<file path="config.mk">
export PLATFORM = sky130hd
export DESIGN_NAME = data_mem_ctrl
export DESIGN_NICKNAME = d
export VERILOG_FILES = /design/src/rtl/mem_ctrl_pkg.sv /design/src/rtl/lane_align.sv /design/src/rtl/data_mem_ctrl.sv
export SDC_FILE = /design/constraint.sdc
export NUM_CORES = 1
export LEC_CHECK = 0
export ABC_AREA = 1
export CORE_MARGIN = 1
export CORE_UTILIZATION = 56
export CTS_CLUSTER_SIZE = 25
export DETAILED_ROUTE_END_ITERATION = 10
export PLACE_DENSITY = 0.87
export SETUP_SLACK_MARGIN = 0.4
export SYNTH_ARGS = -nofsm -noshare
export SYNTH_HDL_FRONTEND = slang
export SYNTH_SLANG_ARGS = --single-unit
</file>
<file path="constraint.sdc">
create_clock -name clk -period 4 [get_ports clk]
set_input_delay 0.8 -clock clk [delete_from_list [all_inputs] [get_ports clk]]
set_output_delay 0.8 -clock clk [all_outputs]
set_load 0.05 [all_outputs]
</file>
<file path="src/rtl/mem_ctrl_pkg.sv">
// Shared encodings for the data memory controller: access sizes, FSM states
// and the default byte address of RAM word 0.
package mem_ctrl_pkg;

  typedef enum logic [1:0] {
    SZ_BYTE = 2'b00,
    SZ_HALF = 2'b01,
    SZ_WORD = 2'b10,
    SZ_ILL  = 2'b11
  } size_e;

  typedef enum logic [1:0] {
    IDLE = 2'b00,
    RD   = 2'b01,
    WR   = 2'b10,
    RESP = 2'b11
  } state_e;

  localparam logic [31:0] BASE_ADDR_DEFAULT = 32'h1001_0000;

  // Illegal size counts as misaligned so one term covers every encoding fault.
  function automatic logic misaligned(input size_e size, input logic [1:0] offset);
    unique case (size)
      SZ_BYTE: misaligned = 1'b0;
      SZ_HALF: misaligned = offset[0];
      SZ_WORD: misaligned = (offset != 2'b00);
      default: misaligned = 1'b1;
    endcase
  endfunction

endpackage

</file>
<file path="src/rtl/lane_align.sv">
// Little-endian byte-lane steering: extracts and extends load data, and merges
// sub-word store data into the word read from RAM.
module lane_align
  import mem_ctrl_pkg::*;
(
  input  size_e       size,
  input  logic [1:0]  offset,
  input  logic        uns,
  input  logic [31:0] word,
  input  logic [31:0] wdata,
  output logic [31:0] load_data,
  output logic [31:0] merged
);

  logic [4:0]  sh;
  logic [31:0] shifted;
  logic [31:0] mask;
  logic [7:0]  b;
  logic [15:0] h;

  assign sh      = {offset, 3'b000};
  assign shifted = word >> sh;
  assign b       = shifted[7:0];
  assign h       = shifted[15:0];

  // NOTE: every output of a combinational block gets a default first so no
  // path through the case can leave it unassigned and infer a latch.
  always_comb begin
    load_data = word;
    merged    = wdata;
    mask      = '0;
    unique case (size)
      SZ_BYTE: begin
        load_data = uns ? {24'h0, b} : {{24{b[7]}}, b};
        mask      = 32'h0000_00FF << sh;
        merged    = (word & ~mask) | ((wdata & 32'h0000_00FF) << sh);
      end
      SZ_HALF: begin
        load_data = uns ? {16'h0, h} : {{16{h[15]}}, h};
        mask      = 32'h0000_FFFF << sh;
        merged    = (word & ~mask) | ((wdata & 32'h0000_FFFF) << sh);
      end
      default: begin
        load_data = word;
        merged    = wdata;
      end
    endcase
  end

endmodule

</file>
<file path="src/rtl/data_mem_ctrl.sv">
// Load/store controller for the single-port data RAM: range/alignment checks,
// sign/zero-extended loads, and read-modify-write for sub-word stores.
module data_mem_ctrl
  import mem_ctrl_pkg::*;
#(
  parameter int          DATA_WIDTH     = 32,
  parameter int          RAM_ADDR_WIDTH = 32,
  parameter int          DEPTH          = 50,
  parameter logic [31:0] BASE_ADDR      = BASE_ADDR_DEFAULT
) (
  input  logic                      clk,
  input  logic                      reset,
  input  logic                      req_valid,
  output logic                      req_ready,
  input  logic                      req_we,
  input  logic [1:0]                req_size,
  input  logic                      req_unsigned,
  input  logic [31:0]               req_addr,
  input  logic [31:0]               req_wdata,
  output logic                      rsp_valid,
  output logic [31:0]               rsp_rdata,
  output logic                      rsp_err,
  output logic [DATA_WIDTH-1:0]     ram_data,
  output logic [RAM_ADDR_WIDTH-1:0] ram_addr,
  output logic                      ram_we,
  input  logic [DATA_WIDTH-1:0]     ram_q
);

  localparam logic [31:0] DEPTH_W = 32'(DEPTH);

  state_e                    state, state_nxt;
  logic                      r_we;
  size_e                     r_size;
  logic                      r_uns;
  logic [1:0]                r_off;
  logic [31:0]               r_wdata;
  logic [31:0]               r_index;
  logic [DATA_WIDTH-1:0]     wr_word;
  logic [RAM_ADDR_WIDTH-1:0] addr_hold;

  logic        hs;
  logic        req_err;
  logic [31:0] req_index;
  logic [31:0] load_data;
  logic [31:0] merged;

  assign req_ready = (state == IDLE) && reset;
  assign hs        = req_valid && req_ready;

  // Underflow below BASE_ADDR wraps to a huge index; the explicit compare
  // catches it regardless of what the subtraction produces.
  assign req_index = (req_addr - BASE_ADDR) >> 2;
  assign req_err   = misaligned(size_e'(req_size), req_addr[1:0])
                  || (req_addr < BASE_ADDR)
                  || (req_index >= DEPTH_W);

  always_comb begin
    state_nxt = state;
    unique case (state)
      IDLE: begin
        if (hs) begin
          if (req_err)                                    state_nxt = RESP;
          else if (req_we && (size_e'(req_size) == SZ_WORD)) state_nxt = WR;
          else                                            state_nxt = RD;
        end
      end
      RD:      state_nxt = r_we ? WR : RESP;
      WR:      state_nxt = RESP;
      RESP:    state_nxt = IDLE;
      default: state_nxt = IDLE;
    endcase
  end

  lane_align u_lane_align (
    .size      (r_size),
    .offset    (r_off),
    .uns       (r_uns),
    .word      (ram_q[31:0]),
    .wdata     (r_wdata),
    .load_data (load_data),
    .merged    (merged)
  );

  // NOTE: state is updated with non-blocking assignments so every register
  // samples pre-edge values; the RAM array itself is never reset here.
  always_ff @(posedge clk or negedge reset) begin
    if (!reset) begin
      state     <= IDLE;
      r_we      <= 1'b0;
      r_size    <= SZ_BYTE;
      r_uns     <= 1'b0;
      r_off     <= '0;
      r_wdata   <= '0;
      r_index   <= '0;
      wr_word   <= '0;
      addr_hold <= '0;
      rsp_rdata <= '0;
      rsp_err   <= 1'b0;
    end else begin
      state <= state_nxt;
      if (hs) begin
        r_we      <= req_we;
        r_size    <= size_e'(req_size);
        r_uns     <= req_unsigned;
        r_off     <= req_addr[1:0];
        r_wdata   <= req_wdata;
        r_index   <= req_index;
        rsp_rdata <= '0;
        rsp_err   <= req_err;
        if (req_we && !req_err) wr_word <= DATA_WIDTH'(req_wdata);
      end
      if (state == RD) begin
        if (r_we) wr_word   <= DATA_WIDTH'(merged);
        else      rsp_rdata <= load_data;
      end
      if ((state == RD) || (state == WR)) addr_hold <= ram_addr;
    end
  end

  // Write enable is decoded from state so an async reset drops it at once.
  assign ram_we    = (state == WR);
  assign ram_addr  = ((state == RD) || (state == WR)) ? RAM_ADDR_WIDTH'(r_index) : addr_hold;
  assign ram_data  = wr_word;
  assign rsp_valid = (state == RESP);

endmodule
</file>
==> flow_summary.ini <==
[outcome]
status = completed

[place]
portBuffers = 202
dp_hpwl_mm = 21.4
dp_cells = 1671
place_congestion = 1.01

[layout]
stdcell_count = 1704
diodes = 0
final_common_cell = nand2_1
syn2layout_area_growth_pct = 29.2
final_cell_mix = 360 x nand2_1, 197 x clkdlybuf4s50_1, 167 x dfrtp_1
finalNetCount = 1586
drive_gt1_frac = 0.0889

[die]
die_area_um2 = 17800
die_h_um = 133
die_w_um = 133
start_util = 0.579
core_um2 = 16700
ios = 203
core.rowCount = 47

[clock_network]
path_clk_slew_ns = 0.07
h-tree-depth = 4
clockRootBuffer = clkbuf_16
insertion_delay_ns = 0.43
cts_made_buffers = 17
cts_hold_buffers = 0
cts_tree = done
clock-sinks = 167
cts_max_path_buffers = 2

[setup_path]
cp.arrival_ns = 2.72
critPathTopFamily = buffers and inverters
path_cells = inv_1 > ha_4 > buf_12 > mux2_2 > clkdlybuf4s50_1
required_ns = 3.20
worstPathMaxFanout = 26
crit_path_end_kind = primary output
r2r-start = r_size[1]$_DFFE_PN0P_
crit_slowest_cell = clkdlybuf4s50_1
path_class = reg -> out
critPathLaunch = state[1]$_DFFE_PN0P_
max_stage_delay_ns = 0.70
crit_path_start_kind = flop
path_buf_inv = 3

[timing]
final.setup_skew_ns = 0.00902
final.setup.tns_ns = 0
rsz0062_at_grt = false
slew_violations = 0
worst_pin_slew_ns = 1.04
timing.final.crit_share = 0.880
period_minus_slack_ns = 3.52
slew_headroom = 0.305
hold_viol_final = 0
max_freq_ghz = 0.284
setup_viol = 0

[global_routing]
globalRouteTotalUtil = 0.344
grt_overflow = 0
grt_pass1_wl_mm = 47.9
grt_max_degree = 88
antenna_found_initial = 1
grt_pass1_vias = 9314

[power]
leakagePower_nw = 6.16
p_sw_frac = 0.501
p_switching_mw = 6.06
internal-power_mw = 6.03
power_frac_seq = 0.254
comb_power_share = 0.601
p_per_area_nw_per_um2 = 967
clkPwrFrac = 0.145
total_power_mw = 12.1
ir_drop_mv = 0.922

[routing]
final_antenna_net_count = 0
routedWlPerCell_um = 17.8
drt_iter0_drc = 1122
dr.pass1.iters = 6
drc = 0
via_per_inst = 5.74
via_count = 9782
drt_wl_total_mm = 30.3

[synthesis]
ys_seq_area_frac = 0.432
synthDistinctLibCells = 32
synth_area_leaders = dfrtp_1 43%, nand2_1 14%, o21ai_0 7.4%, inv_1 6.4%, mux2_2 6.1%
syn_area_um2 = 9670
async_flop_share = 1.00
syn_inst = 1303
synth_top_area_cell = dfrtp_1
synth_nets = 1418
synth_seq_cells = 167
ys_warn_count = 0
synth.avg_cell_area_um2 = 7.42
synth_top_area_frac = 0.432
synth_edf_count = 0
synthFlopType = dfrtp_1

[job]
drv_cap = 0

[hold_path]
hold_path.class = in -> async
## layer usage
layer / GRT usage / routed length [um] / part of all wire / vias to the layer above
met5: 0 / 11 / 0.00036 / -
met4: 0.165 / 1320 / 0.044 / 2
met3: 0.0765 / 2970 / 0.098 / 97
met2: 0.552 / 14200 / 0.47 / 600
met1: 0.442 / 11800 / 0.39 / 4508
li1: - / - / - / 4575
## cell type report
class / instances / area (um^2)
Clock inverter: 15 / 210
Clock buffer: 17 / 425
Sequential cell: 167 / 4180
Inverter: 171 / 642
Tap cell: 220 / 275
Fill cell: 1292 / 4200
Timing Repair Buffer: 225 / 2210
Multi-Input combinational cell: 889 / 4560
## cell families after synthesis
logic type / count (synthesis) / share of synthesized area
DFF: 167 / 0.432
muxes: 52 / 0.0605
adders and majority gates: 12 / 0.0155
buffers and inverters: 247 / 0.0992
AOI/OAI and AO/OA: 284 / 0.161
and+or+nand+nor: 541 / 0.231
## sequential cells by signal (all words and copies together) (netlist names)
register	flops
addr_hold	32
r_wdata	32
ram_data	32
rsp_rdata	32
r_index	30
r_off	2
r_size	2
state	2
r_uns	1
r_we	1
rsp_err	1
## path summary, 6_finish.rpt
| path | end | slack, ns | depth (start not counted) |
|---|---|---|---|
| max in group asynchronous | addr_hold[3]$_DFFE_PN0N_ | 2.45 | 2 |
| setup reg to reg | rsp_rdata[27]$_DFF_PN0_ | 1.01 | 8 |
| min in group clk | addr_hold[31]$_DFFE_PN0N_ | 0.48 | 2 |
| hold reg to reg | addr_hold[31]$_DFFE_PN0N_ | 0.48 | 2 |
| setup / recovery | ram_addr[13] | 0.48 | 5 |
| hold / removal | rsp_rdata[16]$_DFF_PN0_ | 0.25 | 1 |
## worst reg2reg max path, delay by kind of cell (launching register included)
kind,cells,cell delay (ns)
flip-flops,1,1.03
buffers and inverters,4,0.85
AO/OA/AOI/OAI,3,0.92
AND/OR/NAND/NOR,1,0.09
## cells in the mapped netlist (15+ instances only)
library cell,n
nand2_1,361
dfrtp_1,167
inv_1,165
o21ai_0,143
nand3_1,103
a21oi_1,71
nor2_1,56
clkbuf_1,55
mux2_2,52
o22ai_1,22
o221ai_1,16
o211ai_1,15
## power by group through the flow
stage / Sequential [mW] / Clock [mW] / Combinational, mW
CTS: 3.05 / 1.76 / 7.18
floorplan: 3.87 / 0 / 4.06
detailed placement: 3.06 / 0 / 7.14
global placement: 3.03 / 0 / 6.98
finish: 3.07 / 1.75 / 7.26
global route: 3.15 / 1.82 / 7.75
## timing repair
action,CTS,global route
endpoints found under the hold margin,0,0
pin swaps,0,1
setup buffers,0,1
setup endpoints to repair,30,11
gates resized for setup,5,0
## stage by stage
| step | hold WS, ns | util | worst slack [ns] | instance area [um^2] |
|---|---|---|---|---|
| 2_1_floorplan | 0.445 | - | 1.15 | 9670 |
| 3_3_place_gp | 0.461 | 0.709 | 0.656 | 11800 |
| 3_5_place_dp | 0.467 | 0.709 | 0.568 | 11800 |
| 4_1_cts | 0.252 | 0.747 | 0.401 | 12500 |
| 5_1_grt | 0.262 | 0.748 | 0.401 | 12500 |
| 6_report | 0.248 | 0.748 | 0.480 | 12500 |
Note: power is estimated with default switching activity, not from simulation.
